--- src/rtl/riscv_arb_pkg.sv ---
// Shared types and constants for the four-requester bus arbiter.
package riscv_arb_pkg;

  localparam int NREQ = 4;

  localparam logic [1:0] IFU  = 2'd0;
  localparam logic [1:0] LSU  = 2'd1;
  localparam logic [1:0] PTW  = 2'd2;
  localparam logic [1:0] UART = 2'd3;

  typedef enum logic [1:0] {
    IDLE  = 2'd0,
    ISSUE = 2'd1,
    WAIT  = 2'd2
  } arb_state_t;

endpackage

--- src/rtl/riscv_rr_picker.sv ---
// Combinational round-robin picker: first asserted request at or after ptr, modulo 4.
module riscv_rr_picker
  import riscv_arb_pkg::*;
(
  input  logic [NREQ-1:0] req_i,
  input  logic [1:0]      ptr_i,
  output logic            found_o,
  output logic [1:0]      idx_o,
  output logic [NREQ-1:0] onehot_o
);

  always_comb begin
    logic [1:0] cand;
    cand    = '0;
    found_o = 1'b0;
    idx_o   = '0;
    // Scan farthest-first so the candidate nearest ptr is written last and wins.
    for (int i = NREQ - 1; i >= 0; i--) begin
      cand = ptr_i + 2'(i);
      if (req_i[cand]) begin
        found_o = 1'b1;
        idx_o   = cand;
      end
    end
    onehot_o = found_o ? (4'b0001 << idx_o) : '0;
  end

endmodule

--- src/rtl/riscv_bus_arbiter4.sv ---
// Round-robin owner of a shared bus port for four requesters; drives mux select and handshake.
// Optional WAIT timeout is compiled in with RISCV_ARB_TIMEOUT_EN.
module riscv_bus_arbiter4
  import riscv_arb_pkg::*;
#(
  parameter int unsigned TIMEOUT_CYCLES = 255
) (
  input  logic            i_riscv_clk,
  input  logic            i_riscv_rst,
  input  logic [NREQ-1:0] i_riscv_arb_req,
  output logic [NREQ-1:0] o_riscv_arb_gnt,
  output logic [1:0]      o_riscv_arb_sel,
  output logic            o_riscv_arb_bus_valid,
  input  logic            i_riscv_arb_bus_ready,
  input  logic            i_riscv_arb_bus_done,
  output logic [NREQ-1:0] o_riscv_arb_done,
  output logic            o_riscv_arb_busy,
  output logic            o_riscv_arb_timeout
);

  if (TIMEOUT_CYCLES < 1 || TIMEOUT_CYCLES > 65535) begin : g_bad_timeout
    $error("TIMEOUT_CYCLES must be in 1..65535");
  end

  arb_state_t      state_q, state_d;
  logic [NREQ-1:0] gnt_q, gnt_d;
  logic [1:0]      sel_q, sel_d;
  logic [1:0]      ptr_q, ptr_d;

  logic            pick_found;
  logic [1:0]      pick_idx;
  logic [NREQ-1:0] pick_onehot;
  logic            done_acc;
  logic            to_expire;

  riscv_rr_picker u_picker (
    .req_i    (i_riscv_arb_req),
    .ptr_i    (ptr_q),
    .found_o  (pick_found),
    .idx_o    (pick_idx),
    .onehot_o (pick_onehot)
  );

  // Completion is only accepted while a command is in flight; stray done in IDLE is dropped.
  assign done_acc = i_riscv_arb_bus_done &&
                    ((state_q == ISSUE && i_riscv_arb_bus_ready) || state_q == WAIT);

`ifdef RISCV_ARB_TIMEOUT_EN
  localparam logic [15:0] TO_LIMIT = 16'(TIMEOUT_CYCLES);
  logic [15:0] cnt_q, cnt_d;

  // Counter reads k during the k-th WAIT cycle, so expiry lands on cycle TIMEOUT_CYCLES.
  always_comb begin
    cnt_d = cnt_q;
    if (state_q == ISSUE && i_riscv_arb_bus_ready && !i_riscv_arb_bus_done) begin
      cnt_d = 16'd1;
    end else if (state_q == WAIT) begin
      cnt_d = cnt_q + 16'd1;
    end
  end

  always_ff @(posedge i_riscv_clk) begin
    if (i_riscv_rst) cnt_q <= '0;
    else             cnt_q <= cnt_d;
  end

  assign to_expire = (state_q == WAIT) && !i_riscv_arb_bus_done && (cnt_q == TO_LIMIT);
`else
  assign to_expire = 1'b0;
`endif

  always_ff @(posedge i_riscv_clk) begin
    if (i_riscv_rst) begin
      state_q <= IDLE;
      gnt_q   <= '0;
      sel_q   <= '0;
      ptr_q   <= '0;
    end else begin
      state_q <= state_d;
      gnt_q   <= gnt_d;
      sel_q   <= sel_d;
      ptr_q   <= ptr_d;
    end
  end

  always_comb begin
    state_d = state_q;
    gnt_d   = gnt_q;
    sel_d   = sel_q;
    ptr_d   = ptr_q;
    unique case (state_q)
      IDLE: begin
        if (pick_found) begin
          state_d = ISSUE;
          gnt_d   = pick_onehot;
          sel_d   = pick_idx;
        end
      end
      ISSUE: begin
        if (i_riscv_arb_bus_ready) state_d = i_riscv_arb_bus_done ? IDLE : WAIT;
      end
      WAIT: begin
        if (i_riscv_arb_bus_done || to_expire) state_d = IDLE;
      end
      default: state_d = IDLE;
    endcase
    // The finishing owner drops to lowest priority; sel is kept for the idle period.
    if (done_acc || to_expire) begin
      gnt_d = '0;
      ptr_d = sel_q + 2'd1;
    end
  end

  always_comb begin
    o_riscv_arb_gnt       = gnt_q;
    o_riscv_arb_sel       = sel_q;
    o_riscv_arb_bus_valid = (state_q == ISSUE);
    o_riscv_arb_busy      = (state_q != IDLE);
    o_riscv_arb_done      = (done_acc && !i_riscv_rst) ? gnt_q : '0;
    o_riscv_arb_timeout   = to_expire && !i_riscv_rst;
  end

endmodule

--- config.mk ---
export PLATFORM = sky130hd
export DESIGN_NAME = riscv_bus_arbiter4
export DESIGN_NICKNAME = d
export VERILOG_FILES = /design/src/rtl/riscv_arb_pkg.sv /design/src/rtl/riscv_rr_picker.sv /design/src/rtl/riscv_bus_arbiter4.sv
export SDC_FILE = /design/constraint.sdc
export NUM_CORES = 1
export LEC_CHECK = 0
export BUFFER_PORTS_ARGS = -buffer_cell sky130_fd_sc_hd__buf_2
export CAP_MARGIN = 20
export CORE_AREA = 8 8 45 47
export CTS_CLUSTER_SIZE = 25
export DETAILED_ROUTE_END_ITERATION = 6
export DIE_AREA = 0 0 53 55
export PLACE_DENSITY = 0.84
export SYNTH_ARGS = -nofsm -noshare
export SYNTH_HDL_FRONTEND = slang
export SYNTH_SLANG_ARGS = --single-unit
--- constraint.sdc ---
create_clock -name i_riscv_clk -period 2.13 [get_ports i_riscv_clk]
set_input_delay 0.3195 -clock i_riscv_clk [delete_from_list [all_inputs] [get_ports i_riscv_clk]]
set_output_delay 0.3195 -clock i_riscv_clk [all_outputs]
set_load 0.01 [all_outputs]
==> flow_metrics.tcl <==
set metrics [dict create \
    rr_worst_depth 3 \
    ys_seq_elements 10 \
    fp.coreArea_um2 1384 \
    criticalPathCategory "reg2out" \
    cts.sink_count 10 \
    post_cts_buffers 0 \
    clockRootBuffer "clkbuf_4" \
    synth_cell_types 35 \
    drive_gt1_share_pct 40.70 \
    hold_violations 0 \
    fillers 121 \
    timing.rr.start "state_q[1]" \
    min_from "i_riscv_arb_bus_ready" \
    die_width_um 53 \
    portBuffers 19 \
    crit_path_end_kind "output pin" \
    drtIter0Drc 9 \
    regToRegSetupSlack_ns 0.74 \
    power_density_nw_per_um2 665.8 \
    numCtsBuffers 3 \
    area_delta_synth_final_pct 22.32 \
    worst-endpoint-required_ns 1.81 \
    p_total_w 0.0004840 \
    grt_overflow 0 \
    cp-start-kind "flip-flop" \
    dpl.hpwl_um 1115 \
    slew_violations 0 \
    diodes 0 \
    worstPathMaxFanout 7 \
    rsz0062_at_grt "false" \
    fin_crit_sh_pct 92.64 \
    synthArstFlopShare_pct 0 \
    synth_top_area_cell "dfxtp_1" \
    p_leak_nw 0.3440 \
    clkTransAtPathRegs_ns 0.07 \
    clock_path_buffers 2 \
    fmaxAchievable_mhz 506.8 \
    synth.avg_cell_area_um2 9.143 \
    grt_start_max_net_pins 11 \
    finalWeightedCongestion 0.7845 \
    status "finished clean" \
    die_h_um 55 \
    nets 95 \
    ctsHoldBuffers 0 \
    synth_area_um2 594.3 \
    setup_tns_ns 0 \
    cts_tree "done" \
    syn_inst 65 \
    rows 14 \
    synth.top_cell.area_share_pct 33.68 \
    drv_cap 0 \
    period_needed_ns 1.973 \
    detail_route.wl_per_cell_um 14.31 \
    setup_viol 0 \
    irDropWorstVdd_uv 300.9 \
    whs_endpoint "state_q[0]" \
    synth_edf_count 0 \
    yosysMostFrequentCell "dfxtp_1" \
    synth_flop_cell "dfxtp_1" \
    drt_pass1_iterations 4 \
    grt_pass1_wl_um 2283 \
    track_usage_pct 10.75 \
    regToRegEndpoint "o_riscv_arb_gnt[0]" \
    htree_num_levels 1 \
    grt_pass1_vias 517 \
    yosysWarnings 0 \
    skew_ns 0.002585 \
    worstSkewPairLatency_ns 0.28 \
    worst_ep_arrival_time_ns 1.65 \
    vias 572 \
    hold-path-cell-count 2 \
    initial_core_util_pct 42.95 \
    antenna_found_initial 0 \
    hp-class "in2reg" \
    drtAntennaViolNets 0 \
    via_per_inst 5.608 \
    synth_seq_area_share_pct 33.68 \
    drc 0 \
    synth_area_leaders "dfxtp_1 (34%), o41ai_2 (5.5%), nor2b_1 (5.3%)" \
    post_cts_resized 0 \
    io_pins 21 \
    syn-num-nets 73 \
    finalWirelength_um 1460 \
    dieArea_um2 2915 \
    synth_common_cells "dfxtp_1 (10), nor2b_1 (5), nand2_1 (4), nand3_1 (4), nor2_1 (4)" \
]
[cell type report]
| type | instances | area, um2 | area share [%] |
|---|---|---|---|
| Sequential cell | 10 | 200.2 | 27.54 |
| Multi-Input combinational cell | 52 | 371.6 | 51.12 |
| Tap cell | 16 | 20.02 | 2.754 |
| Inverter | 1 | 3.754 | 0.5164 |
| Clock buffer | 4 | 36.28 | 4.991 |
| Timing Repair Buffer | 19 | 95.09 | 13.08 |
[where the power goes]
| group | switching (W) | leakage (nW) | internal (W) |
|---|---|---|---|
| sequential | 0.0000106 | 0.0817 | 0.000198 |
| combinational | 0.0000543 | 0.241 | 0.0000391 |
| clock | 0.0000776 | 0.0210 | 0.000104 |
| total | 0.000143 | 0.344 | 0.000341 |
[how the worst max path moves through the flow]
stage	end	slack [ns]	cells past startpoint	from
after floorplan	o_riscv_arb_done[0]	0.73	3	state_q[1]
after global placement	o_riscv_arb_done[2]	0.54	4	state_q[1]
after detailed placement	o_riscv_arb_done[2]	0.50	4	state_q[1]
after CTS	o_riscv_arb_done[0]	0.17	4	state_q[1]
after global routing	o_riscv_arb_done[0]	0.04	4	state_q[1]
final	o_riscv_arb_done[0]	0.16	4	state_q[1]
[state kept, by name, indices dropped and copies added, names as in the netlist]
name / flops
o_riscv_arb_gnt: 4
o_riscv_arb_sel: 2
ptr_q: 2
state_q: 2
[through the flow]
stage / cell area [um2] / util [%] / instances / hold WS, ns / worst slack, ns
6_report: 726.9 / 52.53 / 102 / 0.2725 / 0.1567
5_1_grt: 726.9 / 52.53 / 102 / 0.2790 / 0.04492
4_1_cts: 726.9 / 52.53 / 102 / 0.2770 / 0.1691
3_5_place_dp: 690.7 / 49.91 / 98 / 0.4731 / 0.5040
3_3_place_gp: 690.7 / 49.91 / 98 / 0.4713 / 0.5404
2_1_floorplan: 594.3 / - / 65 / 0.3886 / 0.7323
[logic make-up after synthesis]
logic type | synth area share (%)
DFF | 33.68
other | 0.6310
and+or+nand+nor | 34.95
AOI/OAI and AO/OA | 25.47
xor gates and xnor gates | 1.474
buffers and inverters | 3.789
[per-layer routing]
layer,vias to the layer above,GRT usage (%),routed length (um)
met5,-,0,0
met4,0,9.052,40
met3,5,2.406,100
met2,19,18.16,730
met1,264,11.20,587
li1,284,-,-
[layout by cell type (no fill, tap or decap)]
cell,instances
and3_1,1
a211o_1,1
xor2_1,1
nor4_1,1
a22o_1,1
nor2b_1,5
nand2_1,4
and2_4,1
a211oi_2,1
dfxtp_1,10
and2b_1,2
o31ai_1,2
and2_1,1
nand3b_1,1
nand3_1,4
or2b_1,1
clkbuf_4,3
a21oi_1,3
buf_2,19
and4b_4,1
o31a_1,1
and3_2,3
a21boi_0,1
nor4b_1,1
conb_1,1
nor2_1,4
o21ai_0,2
nand2_2,1
o311ai_2,1
or4_4,1
inv_1,1
a2111oi_0,1
or2_2,1
clkbuf_8,1
o21bai_1,1
o41ai_2,2
[worst max-delay path: stages (launching register included)]
cell     delay [ns]
dfxtp_1        0.40
or2b_1         0.24
a21oi_1        0.37
and3_2         0.25
buf_2          0.13
Power figures use the tool's default switching activity.
